--- src/rtl/scrdescr_par.sv ---
// Parallel LFSR scrambler/descrambler, DATA_W bits per beat, one output register.
// Optional bypass port when SCRDESCR_BYPASS_EN is defined.
module scrdescr_par #(
   parameter int                DATA_W = 8,
   parameter int                LFSR_W = 7,
   parameter logic [LFSR_W-1:0] POLY   = 7'h60,
   parameter logic [LFSR_W-1:0] SEED   = 7'h7F,
   parameter int                MODE   = 0
) (
   input  logic              clk,
   input  logic              rst,
   input  logic              start,
   input  logic              dir,
   input  logic              in_valid,
   output logic              in_ready,
   input  logic [DATA_W-1:0] in_data,
   output logic              out_valid,
   input  logic              out_ready,
   output logic [DATA_W-1:0] out_data
`ifdef SCRDESCR_BYPASS_EN
   ,
   input  logic              bypass
`endif
);

   logic [LFSR_W-1:0] state_q, state_d;
   logic              out_valid_q, out_valid_d;
   logic [DATA_W-1:0] out_data_q, out_data_d;

   logic              accept;
   logic              byp;
   logic [LFSR_W-1:0] lfsr;
   logic [DATA_W-1:0] res;
   logic              b, fb, y, s;

   assign in_ready  = !out_valid_q || out_ready;
   assign out_valid = out_valid_q;
   assign out_data  = out_data_q;

   always_comb begin
      accept = in_valid && in_ready;
`ifdef SCRDESCR_BYPASS_EN
      byp = bypass;
`else
      byp = 1'b0;
`endif
      // start reloads before the beat is processed
      lfsr = start ? SEED : state_q;
      res  = '0;
      b    = 1'b0;
      fb   = 1'b0;
      y    = 1'b0;
      s    = 1'b0;
      for (int i = DATA_W - 1; i >= 0; i--) begin
         b  = in_data[i];
         fb = ^(lfsr & POLY);
         y  = b ^ fb;
         if (MODE == 0) s = fb;
         else           s = dir ? b : y;
         res[i] = y;
         lfsr   = {lfsr[LFSR_W-2:0], s};
      end

      state_d = start ? SEED : state_q;
      if (accept && !byp) state_d = lfsr;

      out_valid_d = out_valid_q;
      out_data_d  = out_data_q;
      if (accept) begin
         out_valid_d = 1'b1;
         out_data_d  = byp ? in_data : res;
      end else if (out_ready) begin
         out_valid_d = 1'b0;
      end
   end

   always_ff @(posedge clk or posedge rst) begin
      if (rst) begin
         state_q     <= SEED;
         out_valid_q <= 1'b0;
         out_data_q  <= '0;
      end else begin
         state_q     <= state_d;
         out_valid_q <= out_valid_d;
         out_data_q  <= out_data_d;
      end
   end

endmodule

--- config.mk ---
export PLATFORM = sky130hd
export DESIGN_NAME = scrdescr_par
export DESIGN_NICKNAME = d
export VERILOG_FILES = /design/src/rtl/scrdescr_par.sv
export SDC_FILE = /design/constraint.sdc
export NUM_CORES = 1
export LEC_CHECK = 0
export CORE_UTILIZATION = 49
export DETAILED_ROUTE_END_ITERATION = 7
export PLACE_DENSITY = 0.92
export SYNTH_ARGS = -nofsm -noshare
export SYNTH_HDL_FRONTEND = slang
export SYNTH_SLANG_ARGS = --single-unit
--- constraint.sdc ---
create_clock -name clk -period 2.6 [get_ports clk]
set_input_delay 0.52 -clock clk [delete_from_list [all_inputs] [get_ports clk]]
set_output_delay 0.52 -clock clk [all_outputs]
set_load 0.03 [all_outputs]
---- Word-level counts from Yosys, hierarchy flattened ----
Index checks and enable logic that the tools add are counted.
word-level totals
  flip-flop bits (word level) ............. 16
  word-level logic and storage cells ...... 27
  output and inout port bits .............. 10
  bits of input ports ..................... 14
operators by class
  mux-type cells .......................... 4
  reductions and logical operators ........ 12
  bitwise operators ....................... 8
operators by type and width
  cell                 number
  7-bit XOR reduction  8
  7-bit 2-to-1 mux     2
  1-bit XOR            8
  1-bit 2-to-1 mux     2
  2-bit nonzero test   1
  1-bit logical AND    1
  1-bit logical NOT    1
  1-bit logical OR     1

---- Depth between registers and ports, before layout ----
Gate-level depths: netlist of run 1.
  depth in word-level cells ............... 4
  gate-level depth with buffers ........... 4
  mapped depth without buffers ............ 3

---- Least setup slack after synthesis of run 1 ----
Ideal clock, no wire load.
  path type ............................... input port to output port
  from .................................... input out_ready
  to ...................................... output in_ready
  arrival ................................. 1136 ps
  path buffers ............................ 1
  setup slack ............................. 944 ps
  cell stages on the path ................. 2
  data required time ...................... 2080 ps
  path through ............................ nand2b_1 > clkbuf_1
between the ends
  word-level cells in the longest chain between the ends .. 1
ends and longest elaborated chain
  what              RTL line  RTL
  start, declared   18        input logic out_ready,
  1-bit logical OR  36        assign in_ready = !out_valid_q || out_ready;
  end, declared     15        output logic in_ready,
Every way passes these cells.

---- Final worst setup path of run 1 ----
Same ends and word-level chain as after synthesis.

==> results of run 1 <==
critical path: stages:
cell             delay [ns]
clkdlybuf4s50_1        0.44
nand2b_1               0.12
clkdlybuf4s50_1        0.67
placed cells by master, fill, tap and decap left out, drive strengths merged:
master / n
o22a: 6
nand2b: 2
xor3: 1
or3: 8
buf: 2
a31oi: 7
clkbuf: 4
o21ai: 8
and3: 1
a211o: 1
a21boi: 1
xnor2: 7
inv: 1
clkdlybuf4s50: 22
nand2: 1
nor2: 6
dfstp: 7
a21oi: 7
a21o: 1
a31o: 1
dfrtp: 9
and2: 1
logic make-up (layout without fill, tap and decap cells):
family / after synthesis / in the layout / share of synthesized area, %
buf+inv: 6 / 29 / 2.88
simple gates: 19 / 19 / 12.4
compound gates: 32 / 32 / 24.8
xor+xnor: 8 / 8 / 10.3
flops: 16 / 16 / 49.5
cell type report:
type	instances	share of cell area [%]
multi-input cells	59	35.8
repair buffers	24	21.4
clock buffers	4	3.31
well taps	16	1.82
inverters	1	0.342
flip-flops and latches	16	37.3
path summary, 6_finish.rpt:
check | depth (start not counted) | from | endpoint
max in group asynchronous | 2 | rst | out_data[2]
min in group asynchronous | 2 | rst | out_data[7]
setup reg to reg | 3 | state_q[5] | out_data[1]
setup / recovery | 3 | out_ready | in_ready
hold reg to reg | 1 | state_q[0] | state_q[0]
hold / removal | 1 | state_q[0] | state_q[0]
stage by stage:
step	total power, W	cell area (um^2)
final	0.000789	1100
after global placement	0.000612	1060
after global routing	0.000831	1100
after CTS	0.000790	1100
after detailed placement	0.000623	1060
after floorplan	0.000518	826
state kept, by name, summed over array words and instances, names as in the netlist:
| name | cells |
|---|---|
| out_data | 8 |
| state_q | 7 |
| out_valid | 1 |
routing by layer:
metal	routed length, um	share of wire [%]
met1	867	47
met2	846	46
met3	117	6.3
met4	12	0.65
met5	0	0
power by group:
group | internal (W) | total [W] | switching [W]
Combinational | 0.000137 | 0.000283 | 0.000146
Sequential | 0.000303 | 0.000340 | 0.0000370
Clock | 0.0000854 | 0.000167 | 0.0000817
Total | 0.000525 | 0.000789 | 0.000265
==> out/metrics.yaml, run 1 <==
run_status:
  status: "finished clean"
setup_path:
  rrSetupSlack_ns: 0.90
  start_kind: "input pin"
  worst-path-max-fanout: 2
  required_ns: 2.08
  end_kind: "output pin"
  worstPathArrival_ns: 1.75
  worst-setup-path-type: "input pin to output pin"
place:
  portBuffers: 22
  dp_cells: 116
  dp_hpwl_um: 1290
  pre_cts_ws_ns: 0.318
  routabilityCongestion: 0.826
sta:
  layout_setup_ws_ns: 0.328
  whs_ns: 0.551
  tightest_slew_ns: 0.597
  max_freq_mhz: 440
  clock_skew_ns: 0.00501
  finalHoldViolCount: 0
  finalSetupTns_ns: 0
  slew_viol_final: 0
  setup-violations-final: 0
  rsz0062_at_grt: "false"
  post-route-period-util_pct: 87.4
  fin_crit_ns: 2.27
  max_slew_margin_pct: 60.2
synth:
  synth_seq_cells: 16
  yosysMostFrequentCell: "dfrtp_1"
  yosysSeqAreaShare_pct: 49.5
  synth_area_um2: 826
  syn_avg_cell_area_um2: 10.2
  synth_edf_count: 0
  ys.flop_type: "dfrtp_1"
  yosysWarnings: 0
  synth_top_area_share_pct: 27.3
  syn_inst: 81
  synth_common_cells: "dfrtp_1, o21ai_0, or3_1"
  async_flop_share_pct: 100
  syn-num-nets: 95
  yosysTopAreaCell: "dfrtp_1"
  ys_types: 22
  yosys-top-cells-area: "dfrtp_1, dfstp_2, xnor2_1"
cts:
  cts-root-buf: "clkbuf_4"
  cts_tree: "yes"
  cts_sinks: 16
  holdBufCountCts: 0
  clkTransAtPathRegs_ns: 0.10
  postCtsSetupRepairBufs: 0
  clock_latency_ns: 0.29
  cts.repair.resized: 0
  cts_buffers: 3
  clock_path_buffers: 2
  htree_levels: 1
route:
  drtIter0Drc: 20
  routedWlPerCell_um: 15.4
  postRouteAntennaNets: 0
  drt_pass1_iterations: 4
  routed_via_density: 6.12
  drc: 0
  num_vias: 734
  postRouteWirelength_um: 1840
cells_and_area:
  syn_to_final_growth_pct: 32.9
  drive_gt1_share_pct: 14.4
  antenna-diode-count: 0
  nFillCells: 111
  multiInputGateArea_um2: 393
  nets: 119
  final_util_pct: 71.2
  seq_area_um2: 409
  stdcell_count: 120
die:
  die_area_um2: 1850
  die_h_um: 43.1
  die_x_um: 43.1
  num_io_pins: 24
  rows: 14
  start_util_pct: 53.6
  coreArea_um2: 1540
global_route:
  grt_pass1_wl_um: 3020
  grtUsageMet3_pct: 4.26
  grt_overflow: 0
  grt_start_max_net_pins: 17
  grt_usage_pct: 21.8
  grt_pass1_vias: 667
  globalRouteMet2Util_pct: 37.0
  grt.busiest_layer: "met2"
  grt_use_met1_pct: 28.6
  antenna_found_initial: 0
power_and_ir_drop:
  p_leak_nw: 0.425
  powerDensity_nw_per_um2: 719
  power.ir.vdd_worst_v: 0.000472
run:
  maxCapViolCount: 0
min_path:
  hold_path_class: "flip-flop to flip-flop"
Note: power is estimated with default switching activity, not from simulation.
==> inputs of run 2 (changes only) <==
- CORE_UTILIZATION: 49 -> 25
- PLACE_DENSITY: 0.92 -> 0.58
==> out/metrics.yaml, run 2 (synthesis results as in run 1) <==
power_and_ir_drop:
  pwr-share-clk_pct: 20.9
  internal-power_w: 0.000524
  seq_power_share_pct: 43.4
  power.ir.vdd_worst_v: 0.000145
  combPwrFrac_pct: 35.7
  switching_power_w: 0.000255
  switching_share_pct: 32.7
  p_leak_nw: 0.420
  total_power_w: 0.000778
  powerDensity_nw_per_um2: 692
setup_path:
  worst-path-max-fanout: 2
  worst-setup-path-type: "input pin to output pin"
  reg2reg_to: "out_data[1]"
  worstSetupEndpoint: "in_ready"
  r2r_cells: 3
  rrSetupSlack_ns: 0.94
  start_kind: "input pin"
  worstPathArrival_ns: 1.76
  crit_start: "out_ready"
  required_ns: 2.08
  end_kind: "output pin"
  r2r_start: "state_q[5]"
cells_and_area:
  nets: 118
  nFillCells: 321
  antenna-diode-count: 0
  largest_register_ffs: 8
  drive_gt1_share_pct: 13.6
  syn_to_final_growth_pct: 36.2
  final_common_cell: "clkdlybuf4s50_1"
  layout_common_cells: "clkdlybuf4s50_1, dfrtp_1, o21ai_0, or3_1"
  final_util_pct: 36.3
route:
  postRouteAntennaNets: 0
  drc: 0
  drtIter0Drc: 16
  routed_via_density: 4.65
  postRouteWirelength_um: 1780
  num_vias: 684
  drt_pass1_iterations: 4
  routedWlPerCell_um: 12.1
die:
  rows: 20
  die_h_um: 59.5
  num_io_pins: 24
  coreArea_um2: 3100
  start_util_pct: 26.6
  die_x_um: 59.5
  die_area_um2: 3540
cts:
  cts-root-buf: "clkbuf_4"
  holdBufCountCts: 0
  cts_tree: "yes"
  postCtsSetupRepairBufs: 0
  cts.repair.resized: 0
  clock_path_buffers: 2
  clkTransAtPathRegs_ns: 0.09
  cts_sinks: 16
  cts_buffers: 3
  htree_levels: 1
  clock_latency_ns: 0.28
sta:
  setup-violations-final: 0
  clock_skew_ns: 0.00543
  whs_ns: 0.558
  finalHoldViolCount: 0
  max_slew_margin_pct: 58.0
  post-route-period-util_pct: 87.7
  slew_viol_final: 0
  tightest_slew_ns: 0.629
  rsz0062_at_grt: "false"
  finalSetupTns_ns: 0
  layout_setup_ws_ns: 0.319
  fin_crit_ns: 2.28
  max_freq_mhz: 438
place:
  routabilityCongestion: 0.738
  dp_hpwl_um: 1380
  portBuffers: 22
  pre_cts_ws_ns: 0.306
global_route:
  grt_overflow: 0
  antenna_found_initial: 0
  grt_pass1_vias: 728
  grt_start_max_net_pins: 25
  grt_usage_pct: 11.5
  grt_pass1_wl_um: 3040
min_path:
  hold_path_class: "flip-flop to flip-flop"
run:
  maxCapViolCount: 0
run_status:
  status: "finished clean"
-- run 2: changes by cell type in the layout (fill, tap and decap cells not counted) --
cell,delta
buf_4,-1
-- run 2: worst min-delay path by stage --
stage                      from          end  slack, ns  cells past startpoint
floorplan                   rst  out_data[0]       0.43                      1
global placement    out_data[4]  out_data[4]       0.53                      2
detailed placement  out_data[5]  out_data[5]       0.55                      2
CTS                  state_q[0]   state_q[0]       0.57                      1
global route         state_q[0]   state_q[0]       0.58                      1
finish              out_data[0]  out_data[0]       0.56                      2
-- run 2: critical path, cell delays in order --
cell and delay [ns]:
clkdlybuf4s50_1 0.44, nand2b_1 0.13, clkdlybuf4s50_1 0.67
-- run 2: final cells by class --
| class | count | area, um^2 | area share, % |
|---|---|---|---|
| Timing Repair Buffer | 23 | 228 | 20.2 |
| Sequential cell | 16 | 409 | 36.4 |
| Multi-Input combinational cell | 59 | 393 | 34.9 |
| Inverter | 1 | 3.75 | 0.334 |
| Tap cell | 44 | 55.1 | 4.89 |
| Clock buffer | 4 | 36.3 | 3.23 |
-- run 2: metal layers --
layer / GRT usage, % / part of all wire [%] / vias to the layer above
li1: - / - / 343
met1: 11.3 / 44 / 314
met2: 22.2 / 49 / 23
met3: 2.62 / 5.4 / 4
met4: 5.44 / 1.1 / 0
met5: 0 / 0 / -
-- run 2: power by group through the flow --
stage          Combinational, W  Sequential (W)  Clock, W
3_3_place_gp           0.000276        0.000339         0
2_1_floorplan          0.000129        0.000389         0
5_1_grt                0.000304        0.000343  0.000181
4_1_cts                0.000280        0.000338  0.000170
3_5_place_dp           0.000280        0.000343         0
6_report               0.000278        0.000337  0.000163
-- run 2: through the flow --
step                      std cells  area, um^2
after CTS                       147        1120
after floorplan                  81         826
after global placement          143        1090
after detailed placement        143        1090
after global routing            147        1120
final                           147        1120
